$ cat config.mk
export PLATFORM = sky130hd
export DESIGN_NAME = uart_tx_feeder
export DESIGN_NICKNAME = d
export VERILOG_FILES = /design/src/rtl/uart_tx_feeder.sv
export SDC_FILE = /design/constraint.sdc
export NUM_CORES = 1
export LEC_CHECK = 0
export ABC_AREA = 1
export CORE_MARGIN = 4
export CORE_UTILIZATION = 60
export CTS_CLUSTER_SIZE = 25
export DETAILED_ROUTE_END_ITERATION = 7
export PLACE_DENSITY_LB_ADDON = 0.08
export SYNTH_ARGS = -nofsm -noshare
export SYNTH_HDL_FRONTEND = slang
export SYNTH_SLANG_ARGS = --single-unit
$ cat constraint.sdc
create_clock -name clk -period 2.59 [get_ports clk]
set_input_delay 0.259 -clock clk [delete_from_list [all_inputs] [get_ports clk]]
set_output_delay 0.259 -clock clk [all_outputs]
set_load 0.1 [all_outputs]
$ cat src/rtl/uart_tx_feeder.sv
// uart_tx_feeder
//   Byte FIFO plus enable/done handshake controller that sits directly in
//   front of the UART transmit serializer. System-side writes are buffered.
//   Each buffered byte is presented to the serializer exactly once, and the
//   bytes go out back to back.
//
// Ports
//   clk          system clock (shared with the serializer)
//   rst          asynchronous, active-high reset
//   wr_en        write strobe, one byte per cycle
//   wr_data      byte to enqueue
//   full         FIFO holds 2**ADDR_W bytes
//   empty        FIFO holds no bytes
//   count        FIFO occupancy, 0..2**ADDR_W
//   overflow     one-cycle pulse after a dropped write
//   send_enable  serializer enable, held until send_done is seen
//   send_data    byte to the serializer, stable while send_enable=1
//   send_done    serializer done, high throughout the stop bit
//   busy         controller not idle or FIFO non-empty
module uart_tx_feeder #(
    parameter int unsigned ADDR_W = 4,
    parameter int unsigned DATA_W = 8
) (
    input  logic              clk,
    input  logic              rst,
    input  logic              wr_en,
    input  logic [DATA_W-1:0] wr_data,
    output logic              full,
    output logic              empty,
    output logic [ADDR_W:0]   count,
    output logic              overflow,
    output logic              send_enable,
    output logic [DATA_W-1:0] send_data,
    input  logic              send_done,
    output logic              busy
);

    localparam int unsigned DEPTH = 1 << ADDR_W;
    localparam logic [ADDR_W:0]   CNT_FULL = {1'b1, {ADDR_W{1'b0}}};
    localparam logic [ADDR_W:0]   CNT_ONE  = {{ADDR_W{1'b0}}, 1'b1};
    localparam logic [ADDR_W-1:0] PTR_ONE  = {{(ADDR_W-1){1'b0}}, 1'b1};

    typedef enum logic [1:0] {
        IDLE    = 2'd0,
        ARM     = 2'd1,
        RELEASE = 2'd2
    } state_t;

    state_t              state_q;
    logic [DATA_W-1:0]   mem_q [DEPTH];
    logic [ADDR_W-1:0]   rd_ptr_q;
    logic [ADDR_W-1:0]   wr_ptr_q;
    logic [ADDR_W:0]     count_q;
    logic [ADDR_W:0]     count_d;
    logic                overflow_q;
    logic                send_enable_q;
    logic [DATA_W-1:0]   send_data_q;

    logic pop;
    logic push;
    logic drop;

    assign full  = (count_q == CNT_FULL);
    assign empty = (count_q == '0);

    // A pop frees a slot on the same edge, so a write at full is still
    // accepted when the controller is taking the head byte.
    always_comb begin
        pop  = (state_q == IDLE) && !empty;
        push = wr_en && (!full || pop);
        drop = wr_en && full && !pop;
    end

    always_comb begin
        count_d = count_q;
        if (push && !pop) begin
            count_d = count_q + CNT_ONE;
        end else if (pop && !push) begin
            count_d = count_q - CNT_ONE;
        end
    end

    // Storage is not reset; only the pointers and count define valid data.
    always_ff @(posedge clk) begin
        if (push) begin
            mem_q[wr_ptr_q] <= wr_data;
        end
    end

    always_ff @(posedge clk or posedge rst) begin
        if (rst) begin
            state_q       <= IDLE;
            rd_ptr_q      <= '0;
            wr_ptr_q      <= '0;
            count_q       <= '0;
            overflow_q    <= 1'b0;
            send_enable_q <= 1'b0;
            send_data_q   <= '0;
        end else begin
            count_q    <= count_d;
            overflow_q <= drop;
            if (push) begin
                wr_ptr_q <= wr_ptr_q + PTR_ONE;
            end
            if (pop) begin
                rd_ptr_q <= rd_ptr_q + PTR_ONE;
            end

            case (state_q)
                IDLE: begin
                    if (pop) begin
                        send_data_q   <= mem_q[rd_ptr_q];
                        send_enable_q <= 1'b1;
                        state_q       <= ARM;
                    end
                end
                ARM: begin
                    if (send_done) begin
                        send_enable_q <= 1'b0;
                        state_q       <= RELEASE;
                    end
                end
                RELEASE: begin
                    // Wait for the serializer to leave its stop bit so the
                    // same frame's done is not taken as the next handshake.
                    if (!send_done) begin
                        state_q <= IDLE;
                    end
                end
                default: begin
                    send_enable_q <= 1'b0;
                    state_q       <= IDLE;
                end
            endcase
        end
    end

    assign count       = count_q;
    assign overflow    = overflow_q;
    assign send_enable = send_enable_q;
    assign send_data   = send_data_q;
    assign busy        = (state_q != IDLE) || !empty;

endmodule

Word-level counts from Yosys, hierarchy flattened
Memories as Yosys holds them, arrays and structs flattened. A register that Yosys moved wholly into a read port is not among the register bits. Cells that the tools add are included.

Memories kept: 1. Memory bits (writable): 128. Logic and storage cells: 48. Register bits: 17. Output and inout port bits: 18.

Memory list: mem_q (words 16, bits a word 8, read ports 1, clocked after memory_dff 1, wr ports 1, line 50) `logic [DATA_W-1:0] mem_q [DEPTH];`.

Reduce and logical (&&, ||, !) cells: 19. Bitwise operators: 1. Mux-type cells: 11. Equal/unequal tests: 6. $add $sub $neg: 4.

Operators with widths (number): 5-bit two-way mux (2); 4-bit by 1-bit adder with 4-bit output (second input constant) (2); 1-bit logical AND (6); 2-bit two-way mux (3); 2-bit != test (second input constant) (3); 2-bit case mux with 3 select lines (1); 3-bit AND reduction (2); 5-bit by 1-bit adder with 5-bit output (second input constant) (1); 5-bit == test (second input constant) (1); 5-bit logical NOT (1); 5-bit by 1-bit subtractor with 5-bit output (second input constant) (1); 1-bit logical NOT (4); 1-bit two-way mux (4); 2-bit nonzero test (2); 1-bit case mux with 3 select lines (1); 2-bit by 1-bit == test with 1-bit output (second input constant) (1); 2-bit == test (second input constant) (1); 2-bit logical NOT (1); 1-bit logical OR (2); 2-bit AND reduction (1); 1-bit NOT (1).

Logic depth before layout (Yosys ltp)
Depth in word-level cells: 9. Gate-level depth with buffers: 15. Gate-level depth less buffers: 15.

Worst setup path after synthesis
Ideal clock, no wire load.

Path type: reg-to-reg. From: reg count_q[4] (netlist: count[4]). To: reg count_q[4] (netlist: count[4]). Data arrival time: 3.516 ns. Cell stages (with the launch flop): 15. Data required time: 2.468 ns. Setup time: 0.122 ns. Setup slack: -1.048 ns. Clock period less this slack: 3.638 ns. Cells stage by stage: dfrtp_1 -> inv_1 -> nor2_2 -> o21ai_2 -> nand2_4 -> inv_2 -> ha_1 -> inv_1 -> ha_1 -> a21oi_1 -> nand2_1 -> a21oi_1 -> o21ai_0 -> nand2_1 -> nand2_1.

RTL lines: start: declaration (line 53) `logic [ADDR_W:0] count_q;`; start signal: assignment (line 100) `count_q <= count_d;`; 5-bit == test * (line 63) `assign full = (count_q == CNT_FULL);`; via full (line 28) `output logic full,`; 1-bit logical NOT * (line 70) `push = wr_en && (!full || pop);`; 1-bit logical OR * (line 70); 1-bit logical AND * (line 70); via push (line 60) `logic push;`; 1-bit logical NOT (line 78) `end else if (pop && !push) begin`; 1-bit logical AND (line 78); 2-bit nonzero test (no line).

Mark *: on every way through the listed nets, which the timed path passes. The rest lies on a longest branch. The select of a mux whose other input is x is not followed. A chain may end at the register's enable or synchronous reset.

Worst setup path after layout
From: reg count_q[1] (netlist: count[1]). To: reg count_q[3] (netlist: count[3]).

Word-level cells in the longest chain between the ends: 8.

RTL lines: 5-bit logical NOT (line 64) `assign empty = (count_q == '0);`; 1-bit logical NOT (line 69) `pop = (state_q == IDLE) && !empty;`; 1-bit logical AND (line 69); 1-bit logical OR * (line 70); 1-bit logical AND * (line 70); via push (line 60); 1-bit logical NOT (line 78); 1-bit logical AND (line 78); 2-bit nonzero test (no line).

Marked as above.

==> key figures <==
Status
  – Status: finished clean

Place
  – Placed Area: 7320 um2
  – Pre-CTS setup slack: ~0.22 ns
  – Detailed placement HPWL: just over 9000 um
  – Placed Cells: around 830
  – I/O Buffers: 29
  – Placer's final routability congestion estimate: ~0.9

Cells and area
  – Final Core Density: 0.718
  – Non-filler cells in the finished layout: between 800 and 900
  – Antenna cell count: 0
  – Register area: around 4500 um2
  – Layout cells sized above 1: 0.130
  – Post-Layout Inst Area: 7880 um2
  – # nets final: approximately 730
  – Area grow syn2layout: 15.4%
  – Area of the multi-input gates: about 1800 um2
  – Fillers: about 800

Worst setup path
  – Maximum fanout along the worst path: 17
  – Worst setup endpoint: count[3]
  – Crit path launch: count[1]
  – Reg2reg end: count[3]
  – CP startpoint kind: flip-flop
  – FF-to-FF path depth: 14
  – Top Family by Delay on Critical Path: simple AND/OR/NAND/NOR gates
  – CP arrival: 2.66 ns
  – CP max-delay cell: dfrtp_4
  – WP buf/inv: 2
  – Critical Path Max Stage Delay: between 0.5 and 0.6 ns
  – Worst-path cell chain: nor2_2 -> nand2_2 -> nor2_4 -> o21ai_2 -> nand2_4 -> inv_4 -> ha_4 -> inv_6 -> ha_1 -> nand2_1 -> nand2_1 -> a21oi_2 -> xor2_1 -> o21ai_0
  – CP Class: flip-flop to flip-flop
  – WP depth: 14
  – R2r startpoint: count[1]
  – WP data required: 2.89 ns
  – Most frequent CP cell: nand2_1
  – Crit. End Element: flip-flop
  – R2R setup slack: 0.23 ns

Floorplanning
  – Top-level I/O count: 30
  – Die area: ~13000 um2
  – Die W: between 100 and 150 um
  – Initial Util: 0.622
  – Core Region: between 10000 and 15000 um2
  – Row count: 38
  – Die Y-Extent: approximately 110 um

CTS
  – Clock transition at path regs: roughly 0.06 ns
  – CTS tree: built
  – Post-CTS Setup Bufs: 0
  – CTS resizes: 0
  – Hold Buf Count CTS: 0
  – Max Root-Sink Buffers: 2
  – CTS Buf Count: 17
  – Clk Tree Root Cell: clkbuf_16
  – Clk_lat worst skew: roughly 0.42 ns
  – Clock Sinks: around 150
  – H-tree depth: 4

Timing
  – Post-route minimum period: 2.36 ns
  – Max-slew violation count: 0
  – Worst Slack Setup Final: between 0.2 and 0.25 ns
  – Worst-Margin Slew: approximately 0.99 ns
  – Fin. Hold Viols: 0
  – Relative slew slack: 0.339
  – Skew final: around 0.0058 ns
  – Fmax: 0.424 GHz
  – Final setup fails: 0
  – RSZ-0062 raised after global routing: no
  – Period utilization: 0.912

Global route
  – Total track usage: 0.242
  – Largest net degree at the start of global routing: between 60 and 70
  – Global-route wire length before repair: about 23000 um
  – Initial antenna violation count: 0
  – Gr ovfl total: 0
  – Vias in the first global route: about 4.5k

Logic synthesis
  – Synthesized Nets: 694
  – Mapped Avg Cell Area: 10.2 um2
  – Top cells by area, synth: edfxtp_1 56%, nand2_1 12%, dfrtp_1 9.2%
  – Most common cell in the synthesized netlist: nand2_1
  – Commonest cells in the netlist: 213 x nand2_1, 128 x edfxtp_1, 110 x inv_1, 100 x nand3_1, 25 x dfrtp_1
  – Post-synth EDFFs: between 100 and 150
  – Cell variety after synth: 27
  – Post-synthesis register bit count: 153
  – Mapped Area: about 6800 um2
  – Synth Warn #: 0
  – Synth Flop Type: edfxtp_1
  – Gate Count Post-Synth: approximately 670
  – Leading area contributor after synthesis: edfxtp_1
  – Register area share after synthesis: 0.655
  – FFs w/ async S/R, synth: 0.163
  – Top cell type's share of synthesized area: 0.563

Detailed routing
  – Routed Antenna Nets: 0
  – Pre-antenna DRT Iters: 5
  – Initial drt markers: approximately 430
  – Via/cell ratio: about 5.4
  – Wire per inst: between 15 and 20 um
  – DRC Markers: 0
  – Post-Route WL: between 10000 and 15000 um
  – Vias: approximately 4.6k

Worst hold path
  – Hold WC Path Type: primary input to asynchronous set/reset pin

Pwr
  – Net Sw Frac: 0.414
  – Static Leak: around 3.5 nW
  – Cell Pwr Density: 1240 nW/um2
  – Net switching power: 0.00404 W
  – Reg power frac: 0.340
  – Combinational power share: 0.415
  – Clock Power Share: 0.245
  – Int Pwr: 0.00572 W
  – Total chip power: ~0.0098 W
  – Max VDD drop: approximately 0.0013 V

Run
  – Max-cap violation count: 0
[sequential cells by signal (all words and copies together), names as in the netlist]
name	flops
rd_ptr_q	4
overflow	1
send_enable	1
state_q	2
count	5
mem_q	128
wr_ptr_q	4
send_data	8
[layout by cell type, fill, tap and decap left out]
master,synthesis,layout
nand2_1,213,211
edfxtp_1,128,128
inv_1,110,109
nand3_1,100,100
buf_4,2,37
dfrtp_1,25,19
clkbuf_16,0,17
nor3_1,14,14
clkdlybuf4s50_1,0,11
clkinv_2,0,7
xor2_1,6,6
ha_1,9,6
o21ai_1,4,5
nor2_1,7,5
o21ai_0,5,4
clkinv_1,2,4
dfrtp_4,0,4
a21oi_1,6,3
a21oi_2,0,3
nand2_2,1,3
inv_2,4,3
ha_4,0,3
bufinv_16,0,3
nor2_2,2,2
nor2_4,0,2
clkbuf_1,2,2
dfrtp_2,0,2
o21ai_2,1,1
nand2_4,1,1
inv_4,0,1
inv_6,0,1
or3b_2,1,1
o211ai_1,1,1
xnor2_1,1,1
mux2_2,1,1
fa_2,0,1
buf_12,0,1
[worst min path at each step]
stage	start	slack, ns	to	depth (start not counted)
finish	rst	0.38	wr_ptr_q[0]	2
global placement	send_data[6]	0.47	send_data[6]	2
CTS	rst	0.41	wr_ptr_q[2]	2
floorplan	rst	0.29	count[0]	1
detailed placement	send_data[3]	0.47	send_data[3]	2
global route	send_done	0.45	state_q[1]	3
[power groups by stage]
| stage | clock (W) | sequential, W | combinational, W |
|---|---|---|---|
| after floorplan | 0 | 0.00410 | 0.00239 |
| after global placement | 0 | 0.00334 | 0.00391 |
| after detailed placement | 0 | 0.00336 | 0.00400 |
| after CTS | 0.00242 | 0.00332 | 0.00405 |
| after global routing | 0.00254 | 0.00336 | 0.00442 |
| final | 0.00239 | 0.00332 | 0.00405 |
[cell type report]
| type | instances | share of cell area |
|---|---|---|
| Clock buffer | 19 | 0.0549 |
| Clock inverter | 12 | 0.0168 |
| Sequential cell | 153 | 0.569 |
| Timing Repair Buffer | 49 | 0.0518 |
| Tap cell | 140 | 0.0222 |
| Multi-Input combinational cell | 374 | 0.229 |
| Inverter | 116 | 0.0562 |
[stage by stage]
step / TNS (ns) / hold slack, ns
floorplan: -0.689 / 0.286
global placement: 0 / 0.466
detailed placement: 0 / 0.468
CTS: 0 / 0.407
global route: 0 / 0.453
finish: 0 / 0.385
[cell families (layout without fill, tap and decap cells)]
family                     after synthesis  count (layout)  synth area share
buffers and inverters                  145             196            0.0918
adders and majority gates               10              10            0.0194
AOI/OAI and AO/OA                       17              17            0.0134
xor gates and xnor gates                 7               7           0.00898
DFF                                    153             153             0.655
and+or+nand+nor                        339             339             0.210
muxes                                    1               1           0.00165
[metal layers]
layer  GRT usage  vias to the layer above  wire length [um]
met5           0                        -                 0
met4      0.0982                        0               318
met3      0.0571                       27              1060
met2       0.380                      183              7010
met1       0.328                     2171              6290
li1            -                     2244                 -
No activity file was read; power rests on OpenSTA's default activity.
